===== src/rtl/mem_port_arbiter_if.sv =====
// Request/response and memory-command bundle shared by the IF port, the DM port and the memory.
// master = requesters + memory (environment side), slave = the arbiter.
interface mem_port_arbiter_if;
    logic        if_req;
    logic [31:0] if_addr;
    logic        if_valid;
    logic [31:0] if_rdata;
    logic        dm_req;
    logic        dm_we;
    logic [31:0] dm_addr;
    logic [31:0] dm_wdata;
    logic        dm_valid;
    logic [31:0] dm_rdata;
    logic        mem_en;
    logic        mem_we;
    logic [31:0] mem_addr;
    logic [31:0] mem_wdata;
    logic [31:0] mem_rdata;
    logic        owner;
    logic [15:0] conflict_cnt;

    modport slave (
        input  if_req, if_addr, dm_req, dm_we, dm_addr, dm_wdata, mem_rdata,
        output if_valid, if_rdata, dm_valid, dm_rdata,
        output mem_en, mem_we, mem_addr, mem_wdata, owner, conflict_cnt
    );

    modport master (
        output if_req, if_addr, dm_req, dm_we, dm_addr, dm_wdata, mem_rdata,
        input  if_valid, if_rdata, dm_valid, dm_rdata,
        input  mem_en, mem_we, mem_addr, mem_wdata, owner, conflict_cnt
    );
endinterface


===== src/rtl/mem_port_arbiter.sv =====
// Round-robin arbiter sharing one single-port memory between fetch and data ports; valid at T+2+MEM_LAT.
// Requesters hold req until their valid pulse; one transaction per MEM_LAT+3 cycles, no queueing.
module mem_port_arbiter #(
    parameter int MEM_LAT = 1
) (
    input  logic                clk,
    input  logic                rst,
    mem_port_arbiter_if.slave   bus
);
    typedef enum logic [1:0] {
        IDLE  = 2'd0,
        ISSUE = 2'd1,
        WAIT  = 2'd2,
        RESP  = 2'd3
    } state_t;

    localparam logic [2:0] LAST_WAIT = 3'(MEM_LAT - 1);

    state_t      state_q, state_d;
    logic        owner_q, owner_d;
    logic        we_q, we_d;
    logic [31:0] addr_q, addr_d;
    logic [31:0] wdata_q, wdata_d;
    logic [31:0] if_rdata_q, if_rdata_d;
    logic [31:0] dm_rdata_q, dm_rdata_d;
    logic [15:0] conflict_cnt_q, conflict_cnt_d;
    logic [2:0]  wait_cnt_q, wait_cnt_d;
    logic        grant_dm;

    // owner_q doubles as last_owner: both change only on a grant, to the same value.
    always_comb begin
        state_d        = state_q;
        owner_d        = owner_q;
        we_d           = we_q;
        addr_d         = addr_q;
        wdata_d        = wdata_q;
        if_rdata_d     = if_rdata_q;
        dm_rdata_d     = dm_rdata_q;
        conflict_cnt_d = conflict_cnt_q;
        wait_cnt_d     = wait_cnt_q;
        grant_dm       = 1'b0;

        case (state_q)
            IDLE: begin
                if (bus.if_req && bus.dm_req && (conflict_cnt_q != 16'hFFFF)) begin
                    conflict_cnt_d = conflict_cnt_q + 16'd1;
                end
                if (bus.if_req || bus.dm_req) begin
                    grant_dm = bus.dm_req && (!bus.if_req || !owner_q);
                    owner_d  = grant_dm;
                    we_d     = grant_dm && bus.dm_we;
                    addr_d   = grant_dm ? bus.dm_addr  : bus.if_addr;
                    wdata_d  = grant_dm ? bus.dm_wdata : 32'd0;
                    state_d  = ISSUE;
                end
            end
            ISSUE: begin
                wait_cnt_d = 3'd0;
                state_d    = WAIT;
            end
            WAIT: begin
                if (wait_cnt_q == LAST_WAIT) begin
                    state_d = RESP;
                    if (!owner_q) begin
                        if_rdata_d = bus.mem_rdata;
                    end else if (!we_q) begin
                        dm_rdata_d = bus.mem_rdata;
                    end
                end else begin
                    wait_cnt_d = wait_cnt_q + 3'd1;
                end
            end
            RESP: begin
                state_d = IDLE;
            end
            default: begin
                state_d = IDLE;
            end
        endcase
    end

    always_ff @(posedge clk) begin
        if (rst) begin
            state_q        <= IDLE;
            owner_q        <= 1'b0;
            we_q           <= 1'b0;
            addr_q         <= 32'd0;
            wdata_q        <= 32'd0;
            if_rdata_q     <= 32'd0;
            dm_rdata_q     <= 32'd0;
            conflict_cnt_q <= 16'd0;
            wait_cnt_q     <= 3'd0;
        end else begin
            state_q        <= state_d;
            owner_q        <= owner_d;
            we_q           <= we_d;
            addr_q         <= addr_d;
            wdata_q        <= wdata_d;
            if_rdata_q     <= if_rdata_d;
            dm_rdata_q     <= dm_rdata_d;
            conflict_cnt_q <= conflict_cnt_d;
            wait_cnt_q     <= wait_cnt_d;
        end
    end

    assign bus.mem_en       = (state_q == ISSUE);
    assign bus.mem_we       = (state_q == ISSUE) && we_q;
    assign bus.mem_addr     = addr_q;
    assign bus.mem_wdata    = wdata_q;
    assign bus.if_valid     = (state_q == RESP) && !owner_q;
    assign bus.dm_valid     = (state_q == RESP) && owner_q;
    assign bus.if_rdata     = if_rdata_q;
    assign bus.dm_rdata     = dm_rdata_q;
    assign bus.owner        = owner_q;
    assign bus.conflict_cnt = conflict_cnt_q;
endmodule

===== src/flat_wrapper.sv =====
// flat-port wrapper written by rule: the top's interface ports become plain ports
module mem_port_arbiter_flat 
#(
    parameter int MEM_LAT = 1
)
  (clk, rst, bus_if_req, bus_if_addr, bus_dm_req, bus_dm_we, bus_dm_addr, bus_dm_wdata, bus_mem_rdata, bus_if_valid, bus_if_rdata, bus_dm_valid, bus_dm_rdata, bus_mem_en, bus_mem_we, bus_mem_addr, bus_mem_wdata, bus_owner, bus_conflict_cnt);
  mem_port_arbiter_if bus_i ();
  input  logic clk;
  input  logic rst;
  input wire logic [$bits(bus_i.if_req)-1:0] bus_if_req;
  input wire logic [$bits(bus_i.if_addr)-1:0] bus_if_addr;
  input wire logic [$bits(bus_i.dm_req)-1:0] bus_dm_req;
  input wire logic [$bits(bus_i.dm_we)-1:0] bus_dm_we;
  input wire logic [$bits(bus_i.dm_addr)-1:0] bus_dm_addr;
  input wire logic [$bits(bus_i.dm_wdata)-1:0] bus_dm_wdata;
  input wire logic [$bits(bus_i.mem_rdata)-1:0] bus_mem_rdata;
  output wire logic [$bits(bus_i.if_valid)-1:0] bus_if_valid;
  output wire logic [$bits(bus_i.if_rdata)-1:0] bus_if_rdata;
  output wire logic [$bits(bus_i.dm_valid)-1:0] bus_dm_valid;
  output wire logic [$bits(bus_i.dm_rdata)-1:0] bus_dm_rdata;
  output wire logic [$bits(bus_i.mem_en)-1:0] bus_mem_en;
  output wire logic [$bits(bus_i.mem_we)-1:0] bus_mem_we;
  output wire logic [$bits(bus_i.mem_addr)-1:0] bus_mem_addr;
  output wire logic [$bits(bus_i.mem_wdata)-1:0] bus_mem_wdata;
  output wire logic [$bits(bus_i.owner)-1:0] bus_owner;
  output wire logic [$bits(bus_i.conflict_cnt)-1:0] bus_conflict_cnt;
  assign bus_i.if_req = bus_if_req;
  assign bus_i.if_addr = bus_if_addr;
  assign bus_i.dm_req = bus_dm_req;
  assign bus_i.dm_we = bus_dm_we;
  assign bus_i.dm_addr = bus_dm_addr;
  assign bus_i.dm_wdata = bus_dm_wdata;
  assign bus_i.mem_rdata = bus_mem_rdata;
  assign bus_if_valid = bus_i.if_valid;
  assign bus_if_rdata = bus_i.if_rdata;
  assign bus_dm_valid = bus_i.dm_valid;
  assign bus_dm_rdata = bus_i.dm_rdata;
  assign bus_mem_en = bus_i.mem_en;
  assign bus_mem_we = bus_i.mem_we;
  assign bus_mem_addr = bus_i.mem_addr;
  assign bus_mem_wdata = bus_i.mem_wdata;
  assign bus_owner = bus_i.owner;
  assign bus_conflict_cnt = bus_i.conflict_cnt;
  mem_port_arbiter #(.MEM_LAT(MEM_LAT)) u_core (.clk(clk), .rst(rst), .bus(bus_i));
endmodule

===== config.mk =====
export PLATFORM = sky130hd
export DESIGN_NAME = mem_port_arbiter_flat
export DESIGN_NICKNAME = d
export VERILOG_FILES = /design/src/rtl/mem_port_arbiter_if.sv /design/src/rtl/mem_port_arbiter.sv /design/src/flat_wrapper.sv
export SDC_FILE = /design/constraint.sdc
export NUM_CORES = 1
export LEC_CHECK = 0
export CAP_MARGIN = 20
export CELL_PAD_IN_SITES_DETAIL_PLACEMENT = 1
export CELL_PAD_IN_SITES_GLOBAL_PLACEMENT = 1
export CORE_ASPECT_RATIO = 1.1
export CORE_UTILIZATION = 29
export CTS_CLUSTER_SIZE = 28
export DETAILED_ROUTE_END_ITERATION = 8
export PLACE_DENSITY_LB_ADDON = 0.1
export SYNTH_ARGS = -nofsm -noshare
export SYNTH_HDL_FRONTEND = slang
export SYNTH_SLANG_ARGS = --single-unit

===== constraint.sdc =====
create_clock -name clk -period 2.2 [get_ports clk]
set_input_delay 0.22 -clock clk [delete_from_list [all_inputs] [get_ports clk]]
set_output_delay 0.22 -clock clk [all_outputs]
set_load 0.02 [all_outputs]

# Yosys cells after proc, flatten, opt, wreduce, memory -nomap -nowiden
# Cells that the tools add are included.
# W data, S select, Z words.
# op_classes
n_addsub	2
multipliers	0
div_mod_pow	0
order_cmp	0
n_eq_ne	7
shift	0
n_mux	7
bitwise	2
reduce_logical	20
# ops
cell	count
$mux W32	2
$add A16 B1 Y16 const B	1
$ne A16 B16 Y1 const B	1
$pmux W2 S4	1
$reduce_and A2 Y1	4
$logic_and A1 B1 Y1	7
$pmux W3 S2	1
$eq A2 B2 Y1 const B	2
$mux W2	2
$ne A2 B1 Y1 const B	2
$reduce_and A4 Y1	1
$add A3 B1 Y3 const B	1
$logic_not A3 Y1	1
$mux W3	1
$reduce_and A3 Y1	1
$eq A2 B1 Y1 const B	1
$logic_not A1 Y1	2
$logic_not A2 Y1	1
$logic_or A1 B1 Y1	2
$ne A2 B2 Y1 const B	1
$not A1 Y1	2
$reduce_bool A2 Y1	1
# totals
register_bits	151
latch_bits	0
mem_bits_rw	0
mem_bits_ro	0
inputBits	133
output_inout_bits	149
wordCells	47
memories	0

# Depth between registers and ports, before layout
# Gate-level depths: netlist of run 1.
# logic_depth
ltp_word	4
ltp_mapped	9

# Worst setup path before layout of run 1
# OpenSTA, ideal clock, no wires.
# synth_timing
kind	register -> register
from	register u_core.conflict_cnt_q[0] (netlist: u_core.bus.conflict_cnt[0])
to	register u_core.conflict_cnt_q[12] (netlist: u_core.bus.conflict_cnt[12])
setup_ns	0.070
t_arrival_ns	2.030
required_time_ns	2.130
setup_slack_ns	0.100
stages_incl_launch_ff	7
synth_period_minus_slack_ns	2.100
cell_sequence	dfxtp_1 ha_1 inv_1 or4_1 clkbuf_1 or4_1 a21oi_1
# synth_between
elab_chain_cells	3
elab_cells_between_ends	4
# synth_rtl
item	line_no	rtl
start: declaration	mem_port_arbiter.sv:26	logic [15:0] conflict_cnt_q, conflict_cnt_d;
start signal: assignment	mem_port_arbiter.sv:101	conflict_cnt_q <= conflict_cnt_d;
branches (longest 3 deep; another with $add A16 B1 Y16)	-	
# Parallel ways; which one is timed is not known.
# A chain may end at the register's enable or synchronous reset.

# Worst setup path after layout of run 1
# layout_timing
from	register u_core.wait_cnt_q[0]
to	register u_core.dm_rdata_q[16] (netlist: u_core.bus.dm_rdata[16])
# layout_between
elab_chain_cells	2
# layout_rtl
item	line_no	rtl
start: declaration	mem_port_arbiter.sv:27	logic [2:0] wait_cnt_q, wait_cnt_d;
start signal: assignment	mem_port_arbiter.sv:102	wait_cnt_q <= wait_cnt_d;
$logic_not A3 Y1	mem_port_arbiter.sv:62	if (wait_cnt_q == LAST_WAIT) begin
$reduce_and A4 Y1 (no line)	-	
end signal: assignment	mem_port_arbiter.sv:100	dm_rdata_q <= dm_rdata_d;
end: declaration	mem_port_arbiter.sv:25	logic [31:0] dm_rdata_q, dm_rdata_d;
# No other way between the ends.

==> out/results.txt, run 1 <==
Gate Count Post-Synth = 674
P_int = 6.67 mW
number of H-tree levels = 4
most frequent cells in the layout = clkdlybuf4s50_1 (279), dfxtp_1 (151), nand2_1 (139)
Psw = 3.62 mW
Syn Area/Cell = 8.65 µm²
Ports = 282
Seq cells post-synth = 151
WP data required = 2480 ps
# rows = 54
GRT Util Overall = 0.200
sequential power share = 0.343
Slew Limit Headroom = 0.496
drt first pass iters = 4
first-pass GRT wire length = 31800 µm
initial antenna violation count = 0
DR WL/cell = 17.1 µm
Netlist cell types = 39
Root Driver = clkbuf_16
Combinational Power Share = 0.373
CP startpoint = u_core.wait_cnt_q[0]
total grt overflow = 0
vias in the first global route = 6354
Seq/Total Area, Yosys = 0.519
Synth top area share = 0.519
Initial Util = 0.294
post-layout min period = 2050 ps
Via-to-Cell Ratio = 4.91
Crit Reg-Reg Startpoint = u_core.wait_cnt_q[0]
Worst EP arrival = 2330 ps
final max-slew violation count = 0
power density cells = 1070 mW/mm²
final setup fails = 0
CTS tree = built
fin nets = 1080
pre-CTS setup slack = -140 ps
largest net degree at the start of global routing = 91
Crit Path Category = reg -> reg
TritonCTS Buffers = 17
Clock Latency Late Sink = 420 ps
outcome = completed
Mapped Nets = 814
ranking of synthesized cells by area = dfxtp_1 (52%), nand2_1 (9.0%), a21oi_1 (6.6%)
area leader, netlist = dfxtp_1
initial DRC count = 201
Detail Placement HPWL = 14900 µm
Hold Path Stages = 2
Pwr Total = 10.3 mW
r2r endpoint = u_core.bus.dm_rdata[16]
Die Y = 151 µm
Vias = 5921
setup slack, reg-to-reg = 150 ps
peak supply drop = 0.517 mV
# DRC = 0
Final Cell Area = 0.00959 mm²
fmax = 487 MHz
total length of routed wires = 20600 µm
max-cap viol count = 0
clock network power share = 0.283
Max Clock Skew = 11.3 ps
Core Region = 0.0198 mm²
routability cong. = 0.773
switch share = 0.352
Port-buffer cells = 281
hold path start = rst
endpoint class of the critical path = flop
Fillers = 2265
Register-to-Register Path Depth = 6
post-CTS setup buffer count = 0
antenna-violating nets left = 0
part of the cycle the worst path needs = 0.934
placed inst area = 0.00897 mm²
leakage = 3.43 nW
Ant. Diodes = 0
area of the die = 0.0207 mm²
worst-margin pin slew = 756 ps
setup TNS = 0 ps
Final Hold Fails = 0
Worst Setup Start Kind = flop
synth warn = 0
HP Class = in -> reg
Worst Path Max Fanout = 32
clock sink count = 151
layout cell share with drive strength beyond 1 = 0.0672
Final WS setup = 145 ps
Layout area overhead = 64.5%
clock-pin slew on the worst setup and hold paths = 70 ps
commonest non-fill, non-tap cell in the layout = clkdlybuf4s50_1
unrepaired setup endpoints after global routing = false
worst-case clock buffer depth = 2
CP Capture Point = u_core.bus.dm_rdata[16]
width of the chip = 137 µm
Post-Syn Area = 0.00583 mm²
-- through the flow --
stage / std cells / hold slack (ps) / util
2_1_floorplan: 674 / 356 / -
3_3_place_gp: 1173 / 442 / 0.453
3_5_place_dp: 1173 / 447 / 0.453
4_1_cts: 1205 / 171 / 0.483
5_1_grt: 1205 / 188 / 0.484
6_report: 1205 / 192 / 0.484
-- how the worst min path moves through the flow --
| stage | end | slack [ps] |
|---|---|---|
| 2_1_floorplan | u_core.bus.dm_rdata[0] | 360 |
| 3_3_place_gp | u_core.bus.if_rdata[30] | 440 |
| 3_5_place_dp | u_core.bus.dm_rdata[27] | 450 |
| 4_1_cts | u_core.bus.conflict_cnt[10] | 170 |
| 5_1_grt | u_core.bus.conflict_cnt[11] | 190 |
| 6_report | u_core.bus.conflict_cnt[10] | 190 |
-- worst max-delay path, cell delays in order (launching register included) --
cell and delay [ps]:
dfxtp_1 330, inv_1 80, ha_1 210, nand3b_1 200, or3b_2 810, nand2_1 190, a21oi_1 90
-- kinds of logic after synthesis --
group / after synthesis / synth area share
buffers and inverters: 61 / 0.0412
muxes: 35 / 0.0601
AOI/OAI and AO/OA: 167 / 0.181
adders and majority gates: 7 / 0.0150
DFF: 151 / 0.519
and+or+nand+nor: 253 / 0.184
-- cell usage after synthesis --
master    count
inv_1         9
or4_4         1
or3b_2        1
o21ai_0       7
clkbuf_1     47
mux2i_1      35
or3_1         4
buf_2         3
a211oi_1     33
nor3_1        1
a21oi_1      77
or3_2         1
buf_1         1
nor2_1       74
o41ai_1       4
and2_1        3
o21ai_1       1
nand3_1       5
a22oi_1      34
ha_1          7
nand4_1       4
or2_2         1
nand2b_1      1
o311ai_0      3
nand4_2       1
nor2b_1       2
o31ai_1       5
nor3b_1       2
nor4_1        3
and3_1        2
nand2_1     139
a32oi_1       1
buf_6         1
nor4bb_1      1
dfxtp_1     151
a21boi_0      1
or4_1         6
o221a_2       1
nand3b_1      1
-- routing by layer --
layer,up-vias,global-route usage,share of wire
li1,2881,-,-
met3,27,0.0727,0.081
met5,-,0,0
met1,2827,0.203,0.38
met2,186,0.370,0.52
met4,0,0.0703,0.019
-- what timing repair did --
| item | 4_1_cts | 5_1_grt |
|---|---|---|
| gates resized for setup | 1 | 4 |
| hold buffers | 0 | 0 |
| setup endpoints to repair | 1 | 6 |
-- cell type report --
cell class,count,area (µm²),share of cell area
Sequential cell,151,3020,0.315
Timing Repair Buffer,299,3010,0.314
Tap cell,252,315,0.0329
Inverter,9,33.8,0.00352
Clock inverter,13,148,0.0154
Clock buffer,19,443,0.0462
Multi-Input combinational cell,462,2610,0.273
-- sequential cells by signal, summed over array words and instances, names as in the netlist --
signal,flops
u_core.we_q,1
u_core.bus.dm_rdata,32
u_core.bus.owner,1
u_core.bus.conflict_cnt,16
u_core.state_q,2
u_core.bus.mem_wdata,32
u_core.bus.mem_addr,32
u_core.bus.if_rdata,32
u_core.wait_cnt_q,3
-- power groups by stage --
stage          logic (mW)  clock network [mW]  registers [mW]
4_1_cts              3.89                3.01            3.54
5_1_grt              4.14                3.12            3.60
3_5_place_dp         3.87                   0            3.59
2_1_floorplan        1.42                   0            4.14
3_3_place_gp         3.77                   0            3.56
6_report             3.84                2.92            3.54
(Power assumes the default switching activity.)
==> run 2: changes to the inputs <==
CAP_MARGIN = default   (was 20)
==> results of run 2 <==
No change in the layout: final DEF, timing and power equal those of run 1.
==> run 3: changes to the inputs <==
SLEW_MARGIN = 20   (was default)
==> results of run 3 <==
No change in the layout: final DEF, timing and power equal those of run 1.
